<file path="src/rtl/axi_lite_slave_if.sv">
// AXI4-Lite slave front end: independent write/read FSMs feeding a shared bridge port with round-robin arbitration.
// Latency: AW/W or AR handshake at T gives a bridge request at T+1; all AXI channels backpressure through their valid/ready pairs.
module axi_lite_slave_if #(
    parameter int DATASIZE = 32,
    parameter int ADDRSIZE = 32
) (
    input  logic                    AXI_clk,
    input  logic                    AXI_rst_n,
    // AXI4-Lite write
    input  logic                    awvalid,
    output logic                    awready,
    input  logic [ADDRSIZE-1:0]     awaddr,
    input  logic [2:0]              awprot,
    input  logic                    wvalid,
    output logic                    wready,
    input  logic [DATASIZE-1:0]     wdata,
    input  logic [DATASIZE/8-1:0]   wstrb,
    output logic                    bvalid,
    input  logic                    bready,
    output logic [1:0]              bresp,
    // AXI4-Lite read
    input  logic                    arvalid,
    output logic                    arready,
    input  logic [ADDRSIZE-1:0]     araddr,
    input  logic [2:0]              arprot,
    output logic                    rvalid,
    input  logic                    rready,
    output logic [DATASIZE-1:0]     rdata,
    output logic [1:0]              rresp,
    // bridge write
    output logic                    write_valid,
    input  logic                    write_ready,
    output logic [ADDRSIZE-1:0]     write_address,
    output logic [DATASIZE-1:0]     write_data,
    output logic [DATASIZE/8-1:0]   write_strobe,
    output logic [2:0]              write_pprot,
    // bridge read
    output logic                    read_address_valid,
    input  logic                    read_address_ready,
    output logic [ADDRSIZE-1:0]     read_address,
    output logic [2:0]              read_pprot,
    input  logic                    read_data_valid,
    output logic                    read_data_ready,
    input  logic [DATASIZE-1:0]     prdata
);

    localparam logic [1:0] W_IDLE  = 2'd0;
    localparam logic [1:0] W_ISSUE = 2'd1;
    localparam logic [1:0] W_RESP  = 2'd2;

    localparam logic [1:0] R_IDLE  = 2'd0;
    localparam logic [1:0] R_ISSUE = 2'd1;
    localparam logic [1:0] R_WAIT  = 2'd2;
    localparam logic [1:0] R_RESP  = 2'd3;

    logic [1:0]            w_state_q, w_state_d;
    logic [1:0]            r_state_q, r_state_d;
    logic                  aw_held_q, aw_held_d;
    logic                  w_held_q, w_held_d;
    logic [ADDRSIZE-1:0]   waddr_q, waddr_d;
    logic [2:0]            wprot_q, wprot_d;
    logic [DATASIZE-1:0]   wdata_q, wdata_d;
    logic [DATASIZE/8-1:0] wstrb_q, wstrb_d;
    logic [ADDRSIZE-1:0]   raddr_q, raddr_d;
    logic [2:0]            rprot_q, rprot_d;
    logic [DATASIZE-1:0]   rdata_q, rdata_d;
    logic                  prio_q, prio_d;      // 0 = write wins a tie, 1 = read wins
    logic                  wlock_q, wlock_d;
    logic                  rlock_q, rlock_d;

    logic w_req, r_req, gnt_w, gnt_r;
    logic aw_hs, w_hs, wr_hs, ra_hs;

    // A granted request keeps its grant until its handshake so the bridge payload never flips mid-request.
    always_comb begin
        w_req = (w_state_q == W_ISSUE);
        r_req = (r_state_q == R_ISSUE);
        gnt_w = w_req && (wlock_q || (!rlock_q && (!r_req || !prio_q)));
        gnt_r = r_req && !gnt_w;
        wr_hs = gnt_w && write_ready;
        ra_hs = gnt_r && read_address_ready;
    end

    assign awready            = (w_state_q == W_IDLE) && !aw_held_q;
    assign wready             = (w_state_q == W_IDLE) && !w_held_q;
    assign aw_hs              = awvalid && awready;
    assign w_hs               = wvalid && wready;
    assign bvalid             = (w_state_q == W_RESP);
    assign bresp              = 2'b00;
    assign write_valid        = gnt_w;
    assign write_address      = waddr_q;
    assign write_data         = wdata_q;
    assign write_strobe       = wstrb_q;
    assign write_pprot        = wprot_q;

    assign arready            = (r_state_q == R_IDLE);
    assign read_address_valid = gnt_r;
    assign read_address       = raddr_q;
    assign read_pprot         = rprot_q;
    assign read_data_ready    = (r_state_q == R_WAIT) && read_data_valid;
    assign rvalid             = (r_state_q == R_RESP);
    assign rdata              = rdata_q;
    assign rresp              = 2'b00;

    always_comb begin
        w_state_d = w_state_q;
        aw_held_d = aw_held_q;
        w_held_d  = w_held_q;
        waddr_d   = waddr_q;
        wprot_d   = wprot_q;
        wdata_d   = wdata_q;
        wstrb_d   = wstrb_q;
        case (w_state_q)
            W_IDLE: begin
                if (aw_hs) begin
                    aw_held_d = 1'b1;
                    waddr_d   = awaddr;
                    wprot_d   = awprot;
                end
                if (w_hs) begin
                    w_held_d = 1'b1;
                    wdata_d  = wdata;
                    wstrb_d  = wstrb;
                end
                if ((aw_held_q || aw_hs) && (w_held_q || w_hs)) begin
                    w_state_d = W_ISSUE;
                    aw_held_d = 1'b0;
                    w_held_d  = 1'b0;
                end
            end
            W_ISSUE: if (wr_hs)  w_state_d = W_RESP;
            W_RESP:  if (bready) w_state_d = W_IDLE;
            default: w_state_d = W_IDLE;
        endcase
    end

    always_comb begin
        r_state_d = r_state_q;
        raddr_d   = raddr_q;
        rprot_d   = rprot_q;
        rdata_d   = rdata_q;
        case (r_state_q)
            R_IDLE: begin
                if (arvalid) begin
                    r_state_d = R_ISSUE;
                    raddr_d   = araddr;
                    rprot_d   = arprot;
                end
            end
            R_ISSUE: if (ra_hs) r_state_d = R_WAIT;
            R_WAIT: begin
                if (read_data_valid) begin
                    r_state_d = R_RESP;
                    rdata_d   = prdata;
                end
            end
            default: if (rready) r_state_d = R_IDLE;
        endcase
    end

    always_comb begin
        prio_d  = ((wr_hs || ra_hs) && w_req && r_req) ? ~prio_q : prio_q;
        wlock_d = gnt_w && !write_ready;
        rlock_d = gnt_r && !read_address_ready;
    end

    always_ff @(posedge AXI_clk or negedge AXI_rst_n) begin
        if (!AXI_rst_n) begin
            w_state_q <= W_IDLE;
            r_state_q <= R_IDLE;
            aw_held_q <= 1'b0;
            w_held_q  <= 1'b0;
            waddr_q   <= '0;
            wprot_q   <= '0;
            wdata_q   <= '0;
            wstrb_q   <= '0;
            raddr_q   <= '0;
            rprot_q   <= '0;
            rdata_q   <= '0;
            prio_q    <= 1'b0;
            wlock_q   <= 1'b0;
            rlock_q   <= 1'b0;
        end else begin
            w_state_q <= w_state_d;
            r_state_q <= r_state_d;
            aw_held_q <= aw_held_d;
            w_held_q  <= w_held_d;
            waddr_q   <= waddr_d;
            wprot_q   <= wprot_d;
            wdata_q   <= wdata_d;
            wstrb_q   <= wstrb_d;
            raddr_q   <= raddr_d;
            rprot_q   <= rprot_d;
            rdata_q   <= rdata_d;
            prio_q    <= prio_d;
            wlock_q   <= wlock_d;
            rlock_q   <= rlock_d;
        end
    end

endmodule

</file>
<file path="config.mk">
export PLATFORM = sky130hd
export DESIGN_NAME = axi_lite_slave_if
export DESIGN_NICKNAME = d
export VERILOG_FILES = /design/src/rtl/axi_lite_slave_if.sv
export SDC_FILE = /design/constraint.sdc
export NUM_CORES = 1
export LEC_CHECK = 0
export ABC_AREA = 1
export BUFFER_PORTS_ARGS = -buffer_cell sky130_fd_sc_hd__buf_4
export CORE_MARGIN = 5
export CORE_UTILIZATION = 49
export CTS_CLUSTER_DIAMETER = 50
export CTS_CLUSTER_SIZE = 30
export DETAILED_ROUTE_END_ITERATION = 10
export PLACE_DENSITY = 0.85
export SETUP_SLACK_MARGIN = 0.5
export SYNTH_ARGS = -nofsm -noshare
export SYNTH_HDL_FRONTEND = slang
export SYNTH_SLANG_ARGS = --single-unit
</file>
<file path="constraint.sdc">
create_clock -name AXI_clk -period 3.8 [get_ports AXI_clk]
set_clock_uncertainty 0.2 [all_clocks]
set_input_delay 0.19 -clock AXI_clk [delete_from_list [all_inputs] [get_ports AXI_clk]]
set_output_delay 0.19 -clock AXI_clk [all_outputs]
set_load 0.02 [all_outputs]
</file>
### Word-level counts from Yosys, hierarchy flattened

Index checks and enable logic that the tools add are counted.

* flip-flop bits (word level): 147
* input port bits: 148
* output and inout bits: 150
* logic and storage cells: 80

* equal/unequal tests: 11
* mux-type cells: 13
* bitwise operators: 1
* reductions and logical operators: 41

Operator list (count)
* $logic_and A1 B1 Y1: 15
* $mux W2: 7
* $pmux W2 S3: 2
* $reduce_and A2 Y1: 6
* $logic_not A1 Y1: 8
* $ne A2 B1 Y1 const B: 4
* $eq A2 B2 Y1 const B: 3
* $logic_or A1 B1 Y1: 5
* $eq A2 B1 Y1 const B: 2
* $logic_not A2 Y1: 2
* $mux W1: 4
* $ne A2 B2 Y1 const B: 2
* $reduce_and A4 Y1: 1
* $reduce_bool A2 Y1: 2
* $reduce_bool A4 Y1: 1
* $reduce_and A3 Y1: 1
* $not A1 Y1: 1

### Logic depth before layout (Yosys ltp)

* depth in word-level cells: 12
* gate-level depth with buffers: 11
* mapped depth without buffers: 11

### Least setup slack after synthesis

OpenSTA, ideal clock, no wires.

* path kind: flip-flop to flip-flop
* start point: reg r_state_q[0]
* end point: reg raddr_q[10] (netlist: read_address[10])
* setup time: 0.125 ns
* arrival: 1.538 ns
* data required time: 3.475 ns
* slack: 1.937 ns
* stages on the path, launching flop included: 6
* path buffers: 1
* clock period less this slack: 1.863 ns
* path through: dfrtp_1 -> inv_1 -> ha_1 -> nand2_1 -> buf_2 -> mux2_2

* word-level cells in the longest chain between the ends: 2

Ends and longest elaborated chain
* from (decl): RTL line 57 `logic [1:0] r_state_q, r_state_d;`
* from (signal assigned): RTL line 185 `r_state_q <= r_state_d;`
* $logic_not A2 Y1
* named net arready: RTL line 23 `output logic arready,`
* $reduce_and A2 Y1 (no source line)
* to (signal assigned): RTL line 192 `raddr_q <= raddr_d;`
* to (decl): RTL line 64 `logic [ADDRSIZE-1:0] raddr_q, raddr_d;`

The timed path passes the listed nets, and every way through them passes these cells.
A chain may end at the register's enable or synchronous reset.

### Worst setup path in the final report

* start point: reg r_state_q[0]
* end point: out read_data_ready

* word-level cells in the longest chain between the ends: 2

Ends and longest elaborated chain
* $eq A2 B2 Y1: RTL line 100 `assign read_data_ready = (r_state_q == R_WAIT) && read_data_valid;`
* $logic_and A1 B1 Y1: RTL line 100
* to (decl): RTL line 43 `output logic read_data_ready,`

No other way between the ends.

==> results.json <==
{
  "result_of_the_run": "complete, no violations",
  "regToRegEndpoint": "read_address[12]$_DFFE_PN0P_",
  "setup-violations-final": 0,
  "cts-root-buf": "sky130_fd_sc_hd__clkbuf_16",
  "synth.avg_cell_area_um2": 10.0,
  "core_region_area_um2": 12000,
  "route.final.wire_length_um": 21500,
  "clkTransAtPathRegs_ps": 60,
  "routed_via_density": 5.17,
  "endpoint_kind": "output pin",
  "period_minus_slack_ps": 2820,
  "ios": 298,
  "grt_util_all_layers": 0.295,
  "nets": 1171,
  "clkLatencyLatePin_ps": 400,
  "layout.core_utilization": 0.845,
  "rsz_0062_raised_after_global_routing": "no",
  "cp-start-kind": "flip-flop",
  "numPortBuffers": 293,
  "floorplan.rows": 40,
  "grt_first_pass_wirelength_um": 33500,
  "worst_pin_slew_ps": 1040,
  "vias_in_the_first_global_route": 6640,
  "ant_nets": 0,
  "synth.area.top_cells": "sky130_fd_sc_hd__dfrtp_1 62%, sky130_fd_sc_hd__nand2_1 16%, sky130_fd_sc_hd__mux2_2 6.6%",
  "timing.reg2reg.setup_slack_ps": 1400,
  "grt_overflow_total": 0,
  "drive_gt1_frac": 0.365,
  "number_of_cell_instances_on_the_worst_register_to_register_path": 5,
  "detailedRoute.firstPassIterationCount": 5,
  "synthesis.instances": 591,
  "postCtsResizedCells": 0,
  "synthDistinctLibCells": 23,
  "floorplan.die_area_um2": 14400,
  "grt_start_max_net_pins": 115,
  "clock_tree_from_tritoncts": "done",
  "hold_path_end": "write_address[21]$_DFFE_PN0P_",
  "place_area_um2": 8150,
  "final_min_period_over_clock_period": 0.742,
  "detail_route.wl_per_cell_um": 18.2,
  "worst-setup-path-type": "flip-flop to output pin",
  "timing.slew.headroom": 0.308,
  "synth_top_area_cell": "sky130_fd_sc_hd__dfrtp_1",
  "cts.path.max_buffers": 2,
  "finalMaxSlewViolations": 0,
  "cp.arrival_ps": 2430,
  "hold_depth": 3,
  "die_w_um": 120,
  "grt_antenna_before_repair": 0,
  "max_freq_ghz": 0.355,
  "clock_tree.htree_level_count": 4,
  "synth_seq_cells": 147,
  "cts_setup_buffers": 0,
  "route.detailed.drc": 0,
  "critical_path.reg2reg.startpoint": "r_state_q[0]$_DFFE_PN0P_",
  "synth_warnings": 0,
  "powerDensity_nw_per_um2": 832,
  "post-synth-top-area-fraction": 0.620,
  "hold_path.startpoint": "awvalid",
  "maxCapViolCount": 0,
  "synth_area_um2": 5930,
  "postLayoutCellArea_um2": 10100,
  "synth_sequential_area_ratio": 0.620,
  "cellLeakagePower_uw": 0.00538,
  "postCtsHoldBufs": 142,
  "place.gp.congestion": 0.824,
  "areaGrowthSynthToFinish_pct": 70.4,
  "floorplan.initialDensity": 0.496,
  "cts_inserted_buffers": 17,
  "timing.final.hold_violations": 0,
  "power.total_uw": 8410,
  "final.setup.tns_ps": 0,
  "clock_sink_count": 147,
  "drtIter0Drc": 544,
  "post-dp-hpwl_um": 11700,
  "die_height_um": 120,
  "worstPathMaxFanout": 33,
  "ir_worst_vdd_uv": 423,
  "min-delay-path-class": "primary input to flip-flop",
  "startpoint": "r_state_q[0]$_DFFE_PN0P_",
  "worst-endpoint-required_ps": 3410,
  "vias": 6109
}
## sequential cells by signal, indices dropped and copies added (netlist names)
signal	count
prio_q	1
r_state_q	2
rdata	32
write_data	32
write_strobe	4
rlock_q	1
read_pprot	3
w_held_q	1
write_address	32
write_pprot	3
wlock_q	1
w_state_q	2
read_address	32
aw_held_q	1
## synth_stat cells
library cell	count
sky130_fd_sc_hd__a21oi_1	4
sky130_fd_sc_hd__buf_2	10
sky130_fd_sc_hd__nand2_1	260
sky130_fd_sc_hd__conb_1	1
sky130_fd_sc_hd__dfrtp_1	147
sky130_fd_sc_hd__buf_4	7
sky130_fd_sc_hd__clkbuf_1	10
sky130_fd_sc_hd__nand3_2	9
sky130_fd_sc_hd__nor2_4	2
sky130_fd_sc_hd__inv_1	14
sky130_fd_sc_hd__ha_1	4
sky130_fd_sc_hd__nand2_4	1
sky130_fd_sc_hd__o21ai_0	1
sky130_fd_sc_hd__nor2_1	6
sky130_fd_sc_hd__inv_2	1
sky130_fd_sc_hd__nand2_2	1
sky130_fd_sc_hd__o21a_1	1
sky130_fd_sc_hd__buf_6	7
sky130_fd_sc_hd__mux2_2	35
sky130_fd_sc_hd__nand4_1	1
sky130_fd_sc_hd__nor2_8	1
sky130_fd_sc_hd__and3_1	1
sky130_fd_sc_hd__nand3_1	67
## critical path: stages (launching register included)
cell	delay (ps)
sky130_fd_sc_hd__dfrtp_1	410
sky130_fd_sc_hd__inv_1	100
sky130_fd_sc_hd__ha_1	170
sky130_fd_sc_hd__nand2_1	50
sky130_fd_sc_hd__buf_4	230
sky130_fd_sc_hd__inv_1	770
sky130_fd_sc_hd__buf_4	280
## cells in the final DEF (no fill, tap or decap)
| cell type | count |
|---|---|
| sky130_fd_sc_hd__clkbuf_16 | 17 |
| sky130_fd_sc_hd__o21ai_0 | 1 |
| sky130_fd_sc_hd__inv_2 | 1 |
| sky130_fd_sc_hd__nor2_4 | 2 |
| sky130_fd_sc_hd__nand3_2 | 9 |
| sky130_fd_sc_hd__conb_1 | 4 |
| sky130_fd_sc_hd__nand2_1 | 260 |
| sky130_fd_sc_hd__clkinv_4 | 2 |
| sky130_fd_sc_hd__diode_2 | 2 |
| sky130_fd_sc_hd__dfrtp_1 | 147 |
| sky130_fd_sc_hd__nand2_4 | 1 |
| sky130_fd_sc_hd__nand2_2 | 1 |
| sky130_fd_sc_hd__nand3_1 | 67 |
| sky130_fd_sc_hd__clkinv_2 | 3 |
| sky130_fd_sc_hd__inv_1 | 14 |
| sky130_fd_sc_hd__mux2_2 | 35 |
| sky130_fd_sc_hd__inv_6 | 2 |
| sky130_fd_sc_hd__clkbuf_1 | 3 |
| sky130_fd_sc_hd__nor2_8 | 1 |
| sky130_fd_sc_hd__a21oi_1 | 4 |
| sky130_fd_sc_hd__clkinvlp_4 | 4 |
| sky130_fd_sc_hd__clkbuf_8 | 1 |
| sky130_fd_sc_hd__and3_1 | 1 |
| sky130_fd_sc_hd__o21a_1 | 1 |
| sky130_fd_sc_hd__nor2_1 | 6 |
| sky130_fd_sc_hd__buf_6 | 1 |
| sky130_fd_sc_hd__dlygate4sd3_1 | 142 |
| sky130_fd_sc_hd__ha_1 | 4 |
| sky130_fd_sc_hd__buf_4 | 297 |
| sky130_fd_sc_hd__nand4_1 | 1 |
## cell families after synthesis
family	after synthesis	share of synthesized area
AOI/OAI and AO/OA	6	0.00549
adders and majority gates	4	0.00844
buffers and inverters	49	0.0464
DFF	147	0.620
muxes	35	0.0665
other	1	0.000632
and+or+nand+nor	349	0.252
## worst max path at each step
stage	to
after floorplan	read_address[10]$_DFFE_PN0P_
after global placement	read_data_ready
after detailed placement	read_data_ready
after CTS	read_data_ready
after global routing	read_data_ready
final	read_data_ready
## routing by layer
layer	GRT usage	vias to the layer above	wire (µm)	share of wire
met5	0	-	0	0
met4	0.168	0	1060	0.049
met3	0.0787	90	1760	0.082
met2	0.540	339	11500	0.53
met1	0.301	2942	7230	0.34
li1	-	2738	-	-
## power by group
group | internal [µW] | leakage (µW) | switching (µW)
clock | 854 | 0.000250 | 636
sequential | 2320 | 0.00181 | 480
combinational | 1680 | 0.00331 | 2440
## metrics by stage
step | worst slack [ps] | std cells | hold slack [ps]
after floorplan | 1940 | 594 | -306
final | 981 | 1181 | 53.0
after global routing | 823 | 1179 | 48.4
after global placement | 1440 | 1005 | 150
after CTS | 1000 | 1179 | 24.6
after detailed placement | 1450 | 1005 | 153
## area by class of cell
cell class | count | area [µm²]
sequential | 147 | 3680
timing repair buffer | 440 | 3660
multi-input combinational | 398 | 1990
fill | 569 | 1860
clock buffer | 21 | 450
tap | 147 | 184
clock inverter | 11 | 80.1
inverter | 15 | 56.3
antenna | 2 | 5.00
Power figures use the tool's default switching activity.
